$ cat src/rtl/id_ex_stage.sv
// id_ex_stage
//   ID/EX pipeline register. Captures the decoded instruction, its register
//   operands and immediate for the EX stage.
//
//   Register-file reads are combinational. A write lands on the rising edge,
//   so in the same cycle the read still returns the old value. The writeback
//   bypass covers that case. A load-use hazard stalls IF/ID and injects a
//   bubble. A flush from a resolved taken branch kills the ID slot.
//
// Ports
//   clk, reset                     clock, synchronous active-high reset
//   id_valid                       IF/ID holds a real instruction
//   id_rs1, id_rs2, id_rd          register indices from decode
//   id_imm                         sign-extended immediate
//   id_ctrl                        {memToReg,regWrite,memRead,memWrite,branch,aluSrc,aluOp[1:0]}
//   readData1, readData2           register-file read ports
//   wb_regWrite, wb_rd             writeback enable / destination
//   wb_writeData                   writeback data
//   flush                          kill the ID slot
//   stall                          combinational; hold PC and IF/ID
//   ex_valid                       EX slot holds a real instruction
//   ex_rs1, ex_rs2, ex_rd          registered indices for forwarding
//   ex_op1, ex_op2, ex_imm         registered operands and immediate
//   ex_ctrl                        registered control, zero when !ex_valid
//   stall_count                    saturating number of stall cycles

module id_ex_stage #(
  parameter int XLEN      = 64,
  parameter int CTRL_W    = 8,
  parameter int MEMREAD_B = 5
) (
  input  logic              clk,
  input  logic              reset,
  input  logic              id_valid,
  input  logic [4:0]        id_rs1,
  input  logic [4:0]        id_rs2,
  input  logic [4:0]        id_rd,
  input  logic [XLEN-1:0]   id_imm,
  input  logic [CTRL_W-1:0] id_ctrl,
  input  logic [XLEN-1:0]   readData1,
  input  logic [XLEN-1:0]   readData2,
  input  logic              wb_regWrite,
  input  logic [4:0]        wb_rd,
  input  logic [XLEN-1:0]   wb_writeData,
  input  logic              flush,
  output logic              stall,
  output logic              ex_valid,
  output logic [4:0]        ex_rs1,
  output logic [4:0]        ex_rs2,
  output logic [4:0]        ex_rd,
  output logic [XLEN-1:0]   ex_op1,
  output logic [XLEN-1:0]   ex_op2,
  output logic [XLEN-1:0]   ex_imm,
  output logic [CTRL_W-1:0] ex_ctrl,
  output logic [31:0]       stall_count
);

  localparam logic [31:0] CountMax = 32'hFFFF_FFFF;

  logic              exValid;
  logic [4:0]        exRs1;
  logic [4:0]        exRs2;
  logic [4:0]        exRd;
  logic [XLEN-1:0]   exOp1;
  logic [XLEN-1:0]   exOp2;
  logic [XLEN-1:0]   exImm;
  logic [CTRL_W-1:0] exCtrl;
  logic [31:0]       stallCnt;

  logic [XLEN-1:0]   op1Sel;
  logic [XLEN-1:0]   op2Sel;
  logic              wbHit1;
  logic              wbHit2;
  logic              loadInEx;
  logic              rsMatch;
  logic              bubble;

  // Writeback bypass: a write to x0 is never forwarded.
  // A read of x0 returns zero whatever the register file reports.
  always_comb begin
    wbHit1 = wb_regWrite && (wb_rd != 5'd0) && (wb_rd == id_rs1);
    wbHit2 = wb_regWrite && (wb_rd != 5'd0) && (wb_rd == id_rs2);
    op1Sel = readData1;
    op2Sel = readData2;
    if (id_rs1 == 5'd0) begin
      op1Sel = '0;
    end else if (wbHit1) begin
      op1Sel = wb_writeData;
    end
    if (id_rs2 == 5'd0) begin
      op2Sel = '0;
    end else if (wbHit2) begin
      op2Sel = wb_writeData;
    end
  end

  // Load-use hazard: the load in EX has no data until after MEM, so the
  // dependent instruction in ID waits one cycle. A flush overrides this,
  // because the ID instruction is being discarded anyway.
  always_comb begin
    loadInEx = exValid && exCtrl[MEMREAD_B] && (exRd != 5'd0);
    rsMatch  = (exRd == id_rs1) || (exRd == id_rs2);
    stall    = id_valid && loadInEx && rsMatch && !flush;
    bubble   = flush || stall;
  end

  // Pipeline register. Both a flush and a stall load an all-zero bubble.
  // Otherwise decode is captured. Control is zeroed for an invalid slot so
  // EX never sees stray write or memory enables.
  always_ff @(posedge clk) begin
    if (reset || bubble) begin
      exValid <= 1'b0;
      exRs1   <= '0;
      exRs2   <= '0;
      exRd    <= '0;
      exOp1   <= '0;
      exOp2   <= '0;
      exImm   <= '0;
      exCtrl  <= '0;
    end else begin
      exValid <= id_valid;
      exRs1   <= id_rs1;
      exRs2   <= id_rs2;
      exRd    <= id_rd;
      exOp1   <= op1Sel;
      exOp2   <= op2Sel;
      exImm   <= id_imm;
      exCtrl  <= id_valid ? id_ctrl : '0;
    end
  end

  // Stall-cycle counter. It saturates instead of wrapping, so a long run
  // still reads as "very many stalls".
  always_ff @(posedge clk) begin
    if (reset) begin
      stallCnt <= '0;
    end else if (stall && (stallCnt != CountMax)) begin
      stallCnt <= stallCnt + 32'd1;
    end
  end

  assign ex_valid    = exValid;
  assign ex_rs1      = exRs1;
  assign ex_rs2      = exRs2;
  assign ex_rd       = exRd;
  assign ex_op1      = exOp1;
  assign ex_op2      = exOp2;
  assign ex_imm      = exImm;
  assign ex_ctrl     = exCtrl;
  assign stall_count = stallCnt;

endmodule

$ cat config.mk
export PLATFORM = sky130hd
export DESIGN_NAME = id_ex_stage
export DESIGN_NICKNAME = d
export VERILOG_FILES = /design/src/rtl/id_ex_stage.sv
export SDC_FILE = /design/constraint.sdc
export NUM_CORES = 1
export LEC_CHECK = 0
export ABC_AREA = 1
export CAP_MARGIN = 20
export CELL_PAD_IN_SITES_DETAIL_PLACEMENT = 0
export CELL_PAD_IN_SITES_GLOBAL_PLACEMENT = 1
export CORE_AREA = 2 2 212 214
export DETAILED_ROUTE_END_ITERATION = 8
export DIE_AREA = 0 0 214 216
export GPL_TIMING_DRIVEN = 0
export PLACE_DENSITY = 0.69
export SLEW_MARGIN = 15
export SYNTH_ARGS = -nofsm -noshare
export SYNTH_HDL_FRONTEND = slang
export SYNTH_SLANG_ARGS = --single-unit
$ cat constraint.sdc
create_clock -name clk -period 3.5 [get_ports clk]
set_input_delay 0.875 -clock clk [delete_from_list [all_inputs] [get_ports clk]]
set_output_delay 0.875 -clock clk [all_outputs]
set_load 0.1 [all_outputs]
# Word level (Yosys, flattened, before mapping)
# Index checks and enable logic that the tools add are counted.
# word_totals
out_inout_bits,249
register_bits,248
mem_bits_rw,0
wordCells,38
mem_count,0
mem_bits_ro,0
latch_bits,0
# classes
add_sub_neg,1
eq_ne,5
n_div,0
mul,0
n_bitwise,1
shift,0
muxes,2
order_cmp,0
reduce_logical,20
# op_table
operator,n
$mux 64,2
$add 32x1->32 const B,1
$ne 32x32->1 const B,1
$eq 5x5->1,4
$logic_not 5->1,2
$reduce_bool 5->1,2
$logic_and 1x1->1,9
$reduce_or 2->1,3
$logic_or 1x1->1,3
$logic_not 1->1,1
$not 1->1,1

# Longest topological paths before layout
# logic_depth
word_depth,8
mapped_depth,12

# Worst setup path before layout
# Ideal clock, no wire load.
# synth_timing
kind,register to output
startpoint,reg exRd[2] (netlist: ex_rd[2])
endpoint,out stall
path_stages_with_launch,9
required_time_ns,2.625
setup_slack_ns,0.368
t_arrival_ns,2.257
path_cell_list,dfxtp_1 -> inv_1 -> nand2_1 -> nand2_1 -> nor2_1 -> nand3_1 -> nand2_1 -> nand3_1 -> inv_1
# synth_between
elab_chain_len,5
elab_cells_between_ends,8
# synth_rtl
item,line,text
from (decl),63,logic [4:0] exRd;
from (signal assigned),124,exRd <= id_rd;
$reduce_bool 5->1,101,loadInEx = exValid && exCtrl[MEMREAD_B] && (exRd != 5'd0);
$logic_and 1x1->1,101,
$logic_and 1x1->1,103,stall = id_valid && loadInEx && rsMatch && !flush;
$logic_and 1x1->1 * (2 in series),103,
to (decl),46,"output logic stall,"
# Mark *: on every way between the ends. The rest lies on a longest branch, timed or not.

# Worst setup path in the final report
# layout_timing
startpoint,in id_rs1[3]
endpoint,out stall
# layout_between
elab_chain_len,4
# layout_rtl
item,line,text
from (decl),35,"input logic [4:0] id_rs1,"
$eq 5x5->1,102,rsMatch = (exRd == id_rs1) || (exRd == id_rs2);
$logic_or 1x1->1,102,
$logic_and 1x1->1 (2 in series),103,
# Every way passes these cells.

==> run metrics <==
outcome completed; TritonRoute pass-1 iters 5; number of design-rule violations left by the first detailed-router iteration 525; number of antenna violations at the first check in global routing 11; standard cell with the maximum stage delay on the critical path sky130_fd_sc_hd__clkdlybuf4s50_1; clock tree sinks 248; most frequent cell on the critical path sky130_fd_sc_hd__nand2_1; remaining antenna violation count after routing 0; max-cap check violation count 0; Routed Wire Length 44900 um; TritonCTS clock tree yes; Power Density 459 nW/um2; initial core utilization 23.2%; portion of the clock cycle consumed by the worst path in the final layout 96.0%; slew at the pin with the worst max-slew slack 1.15 ns; sequential cell area 4960 um2; distinct cell type count after synthesis 26; Net Count, Synth 1766; largest cells by area after synthesis sky130_fd_sc_hd__dfxtp_1 49%, sky130_fd_sc_hd__inv_1 13%, sky130_fd_sc_hd__nor2_1 11%, sky130_fd_sc_hd__nand2_1 11%, sky130_fd_sc_hd__o21ai_0 6.8%; register-to-register setup slack 1.38 ns; pin count of the biggest net entering global routing 15; final setup fails 0; Setup crit end kind primary output; pre-CTS worst setup slack -0.816 ns; clock latency on the worst-skew pair 0.57 ns; clock buffers created by TritonCTS 30; post-layout worst setup margin 0.141 ns; Post-Synthesis Cell Area 10200 um2; placed wire-length estimate after detailed placement 36500 um; Total Routing Usage GR 18.8%; remaining design rule violation count 0; number of instances in the placed design 2605; area of the die 46200 um2; post-route minimum period 3.36 ns; Peak Freq 298 MHz; count of state elements after synthesis 248; number of standard cells after synthesis 1476; Reg clk slew, reported paths 0.06 ns; growth of design area from synthesis to finish 70.9%; ports placed on the boundary 538; count of warnings emitted by yosys 0; cell type with the largest total area after synthesis sky130_fd_sc_hd__dfxtp_1; Pins Over Slew Limit 0; number of H-tree branching levels 1; core area 43800 um2; die extent in x 214 um; kind of cell adding the most delay to the critical path buffers and inverters; highest ir drop seen on vdd 0.000366 V; critical path startpoint category input port; top-area cell type share of the netlist area 48.9%; leakage power of the design 8.22 nW; worst setup path class input port to primary output; number of nets in the final layout 2335; Filler Cells Inserted 4620; count of buffers inserted at the top-level ports 537; number of post-CTS setup repair buffers 0; maximum buffer depth of the clock tree 3; area occupied by multi-input gates 3530 um2; delay contributed by the slowest stage of the critical path 0.57 ns; data arrival at the endpoint of the critical path 2.48 ns; Max Fanout on Critical Path 4; total chip power 7.97 mW; global route overflow 0; worst min-delay path class register to register; wire length of the first global-routing pass 66000 um; cells traversed along the worst timing path clkdlybuf4s50_1 > inv_1 > nand2_1 > nand2_1 > nor2_1 > nand3_1 > nand2_1 > nand3_1 > inv_1 > buf_6; proportion of layout cells with a drive suffix above 1 5.08%; setup repair after global routing missed its margin no; cell chosen for the clock root sky130_fd_sc_hd__clkbuf_16; Sum Neg Setup Slack 0 ns; vertical die dimension 216 um; endpoint required time on the critical path 2.62 ns; Final Instance Count excl. Fillers 2666; number of global-route vias before repair 10700; overall via count from detail_route 10600; post-synthesis average cell area 6.88 um2; routed len/inst 16.8 um; setup skew after layout 0.0102 ns; buffers and inverters on the worst path 4; last weighted congestion value of the routability-driven placer 0.875; Avg Vias per Cell 3.99; Final Hold Viols 0; sequential element share of the synthesized area 48.9%; worst max-slew margin expressed relative to the limit 23.2%; standard-cell rows 77
-- through the flow --
stage | hold WS, ns | util, % | instance area (um2)
after floorplan | 0.961 | - | 10200
after global placement | 0.535 | 37.1 | 16300
after detailed placement | 0.538 | 37.1 | 16300
after CTS | 0.549 | 39.6 | 17300
after global routing | 0.582 | 39.6 | 17400
final | 0.547 | 39.6 | 17400
-- per-layer routing --
| metal | vias up | GRT usage [%] | routed length [um] |
|---|---|---|---|
| met1 | 4794 | 21.0 | 17800 |
| met4 | 8 | 5.71 | 1070 |
| met2 | 367 | 33.8 | 22200 |
| li1 | 5401 | - | - |
| met3 | 62 | 6.24 | 3830 |
| met5 | - | 0 | 48 |
-- layout by cell type (no fill, tap or decap) --
cell type and instances:
sky130_fd_sc_hd__a21oi_1 1, sky130_fd_sc_hd__buf_1 1, sky130_fd_sc_hd__buf_2 23, sky130_fd_sc_hd__buf_4 6
sky130_fd_sc_hd__buf_6 13, sky130_fd_sc_hd__bufinv_16 5, sky130_fd_sc_hd__clkbuf_1 18, sky130_fd_sc_hd__clkbuf_16 31
sky130_fd_sc_hd__clkbuf_8 4, sky130_fd_sc_hd__clkdlybuf4s50_1 534, sky130_fd_sc_hd__clkinv_2 7, sky130_fd_sc_hd__clkinv_4 2
sky130_fd_sc_hd__clkinvlp_4 2, sky130_fd_sc_hd__dfxtp_1 248, sky130_fd_sc_hd__diode_2 6, sky130_fd_sc_hd__dlymetal6s2s_1 2
sky130_fd_sc_hd__ha_1 1, sky130_fd_sc_hd__inv_1 346, sky130_fd_sc_hd__inv_2 3, sky130_fd_sc_hd__nand2_1 295
sky130_fd_sc_hd__nand2_2 1, sky130_fd_sc_hd__nand2_4 2, sky130_fd_sc_hd__nand3_1 17, sky130_fd_sc_hd__nand3_2 1
sky130_fd_sc_hd__nand4_1 4, sky130_fd_sc_hd__nand4_2 1, sky130_fd_sc_hd__nor2_1 310, sky130_fd_sc_hd__nor2_2 3
sky130_fd_sc_hd__nor2b_1 1, sky130_fd_sc_hd__nor3_1 12, sky130_fd_sc_hd__o21ai_0 138, sky130_fd_sc_hd__o21ai_1 1
sky130_fd_sc_hd__or2_2 1, sky130_fd_sc_hd__xnor2_1 9, sky130_fd_sc_hd__xor2_1 25
-- synthesized netlist by cell type --
master and count:
sky130_fd_sc_hd__inv_1 346, sky130_fd_sc_hd__nor2_1 310, sky130_fd_sc_hd__nand2_1 295, sky130_fd_sc_hd__dfxtp_1 248, sky130_fd_sc_hd__o21ai_0 138, sky130_fd_sc_hd__xor2_1 25
sky130_fd_sc_hd__buf_2 23, sky130_fd_sc_hd__nand3_1 17, sky130_fd_sc_hd__clkbuf_1 14, sky130_fd_sc_hd__buf_6 12, sky130_fd_sc_hd__nor3_1 12, sky130_fd_sc_hd__xnor2_1 9
sky130_fd_sc_hd__buf_4 6, sky130_fd_sc_hd__nand4_1 4, sky130_fd_sc_hd__inv_2 3, sky130_fd_sc_hd__nor2_2 3, sky130_fd_sc_hd__nand2_4 2, sky130_fd_sc_hd__a21oi_1 1
sky130_fd_sc_hd__buf_1 1, sky130_fd_sc_hd__ha_1 1, sky130_fd_sc_hd__nand2_2 1, sky130_fd_sc_hd__nand3_2 1, sky130_fd_sc_hd__nand4_2 1, sky130_fd_sc_hd__nor2b_1 1
sky130_fd_sc_hd__o21ai_1 1, sky130_fd_sc_hd__or2_2 1
-- area by class of cell --
cell class | instances | area share [%]
Antenna cell | 6 | 0.0865
Buffer | 56 | 2.03
Clock buffer | 39 | 4.87
Clock inverter | 16 | 1.25
Inverter | 349 | 7.55
Multi-Input combinational cell | 823 | 20.4
Sequential cell | 248 | 28.6
Tap cell | 592 | 4.27
Timing Repair Buffer | 537 | 31.0
-- flip-flops by register name, indices dropped and copies added, names as in the netlist --
signal and cells:
ex_op1 64, ex_op2 64, ex_ctrl 8, ex_rd 5
ex_rs1 5, ex_imm 64, ex_valid 1, stall_count 32
ex_rs2 5
-- repair_timing --
action                                  CTS  global route
endpoints found under the setup margin    1             1
cloned                                    0             0
resized for setup                         6             3
hold buffers                              0             0
-- power breakdown --
| group | switching (mW) | internal (mW) | total (mW) | leakage, nW |
|---|---|---|---|---|
| sequential | 0.0301 | 2.93 | 2.96 | 2.03 |
| combinational | 1.11 | 0.560 | 1.66 | 5.66 |
| clock | 1.28 | 2.06 | 3.35 | 0.522 |
| total | 2.42 | 5.55 | 7.97 | 8.22 |
-- cells by family after synthesis --
kind of cell | after synthesis | synth area share, %
AND/OR/NAND/NOR | 648 | 24.8
buffers and inverters | 405 | 16.4
flip-flops | 248 | 48.9
AO/OA/AOI/OAI | 140 | 6.90
XOR/XNOR | 34 | 2.93
adder cells (fa/ha/maj) | 1 | 0.123
-- worst paths after layout --
kind | from | endpoint | depth (start not counted)
setup reg to reg | stall_count[0] | stall_count[26] | 11
hold / removal | stall_count[1] | stall_count[1] | 4
setup / recovery | id_rs1[3] | stall | 10
hold reg to reg | stall_count[1] | stall_count[1] | 4
-- worst register-to-register path, stage by stage, from the launching register on --
cell,delay (ns)
sky130_fd_sc_hd__dfxtp_1,0.37
sky130_fd_sc_hd__ha_1,0.20
sky130_fd_sc_hd__nand3_1,0.22
sky130_fd_sc_hd__inv_1,0.13
sky130_fd_sc_hd__nand2_2,0.08
sky130_fd_sc_hd__nor2_1,0.34
sky130_fd_sc_hd__nand3_1,0.13
sky130_fd_sc_hd__nor2_1,0.20
sky130_fd_sc_hd__nor2_2,0.16
sky130_fd_sc_hd__nand2_1,0.09
sky130_fd_sc_hd__nand2_1,0.05
sky130_fd_sc_hd__nor2_1,0.09
Note: power is estimated with default switching activity, not from simulation.
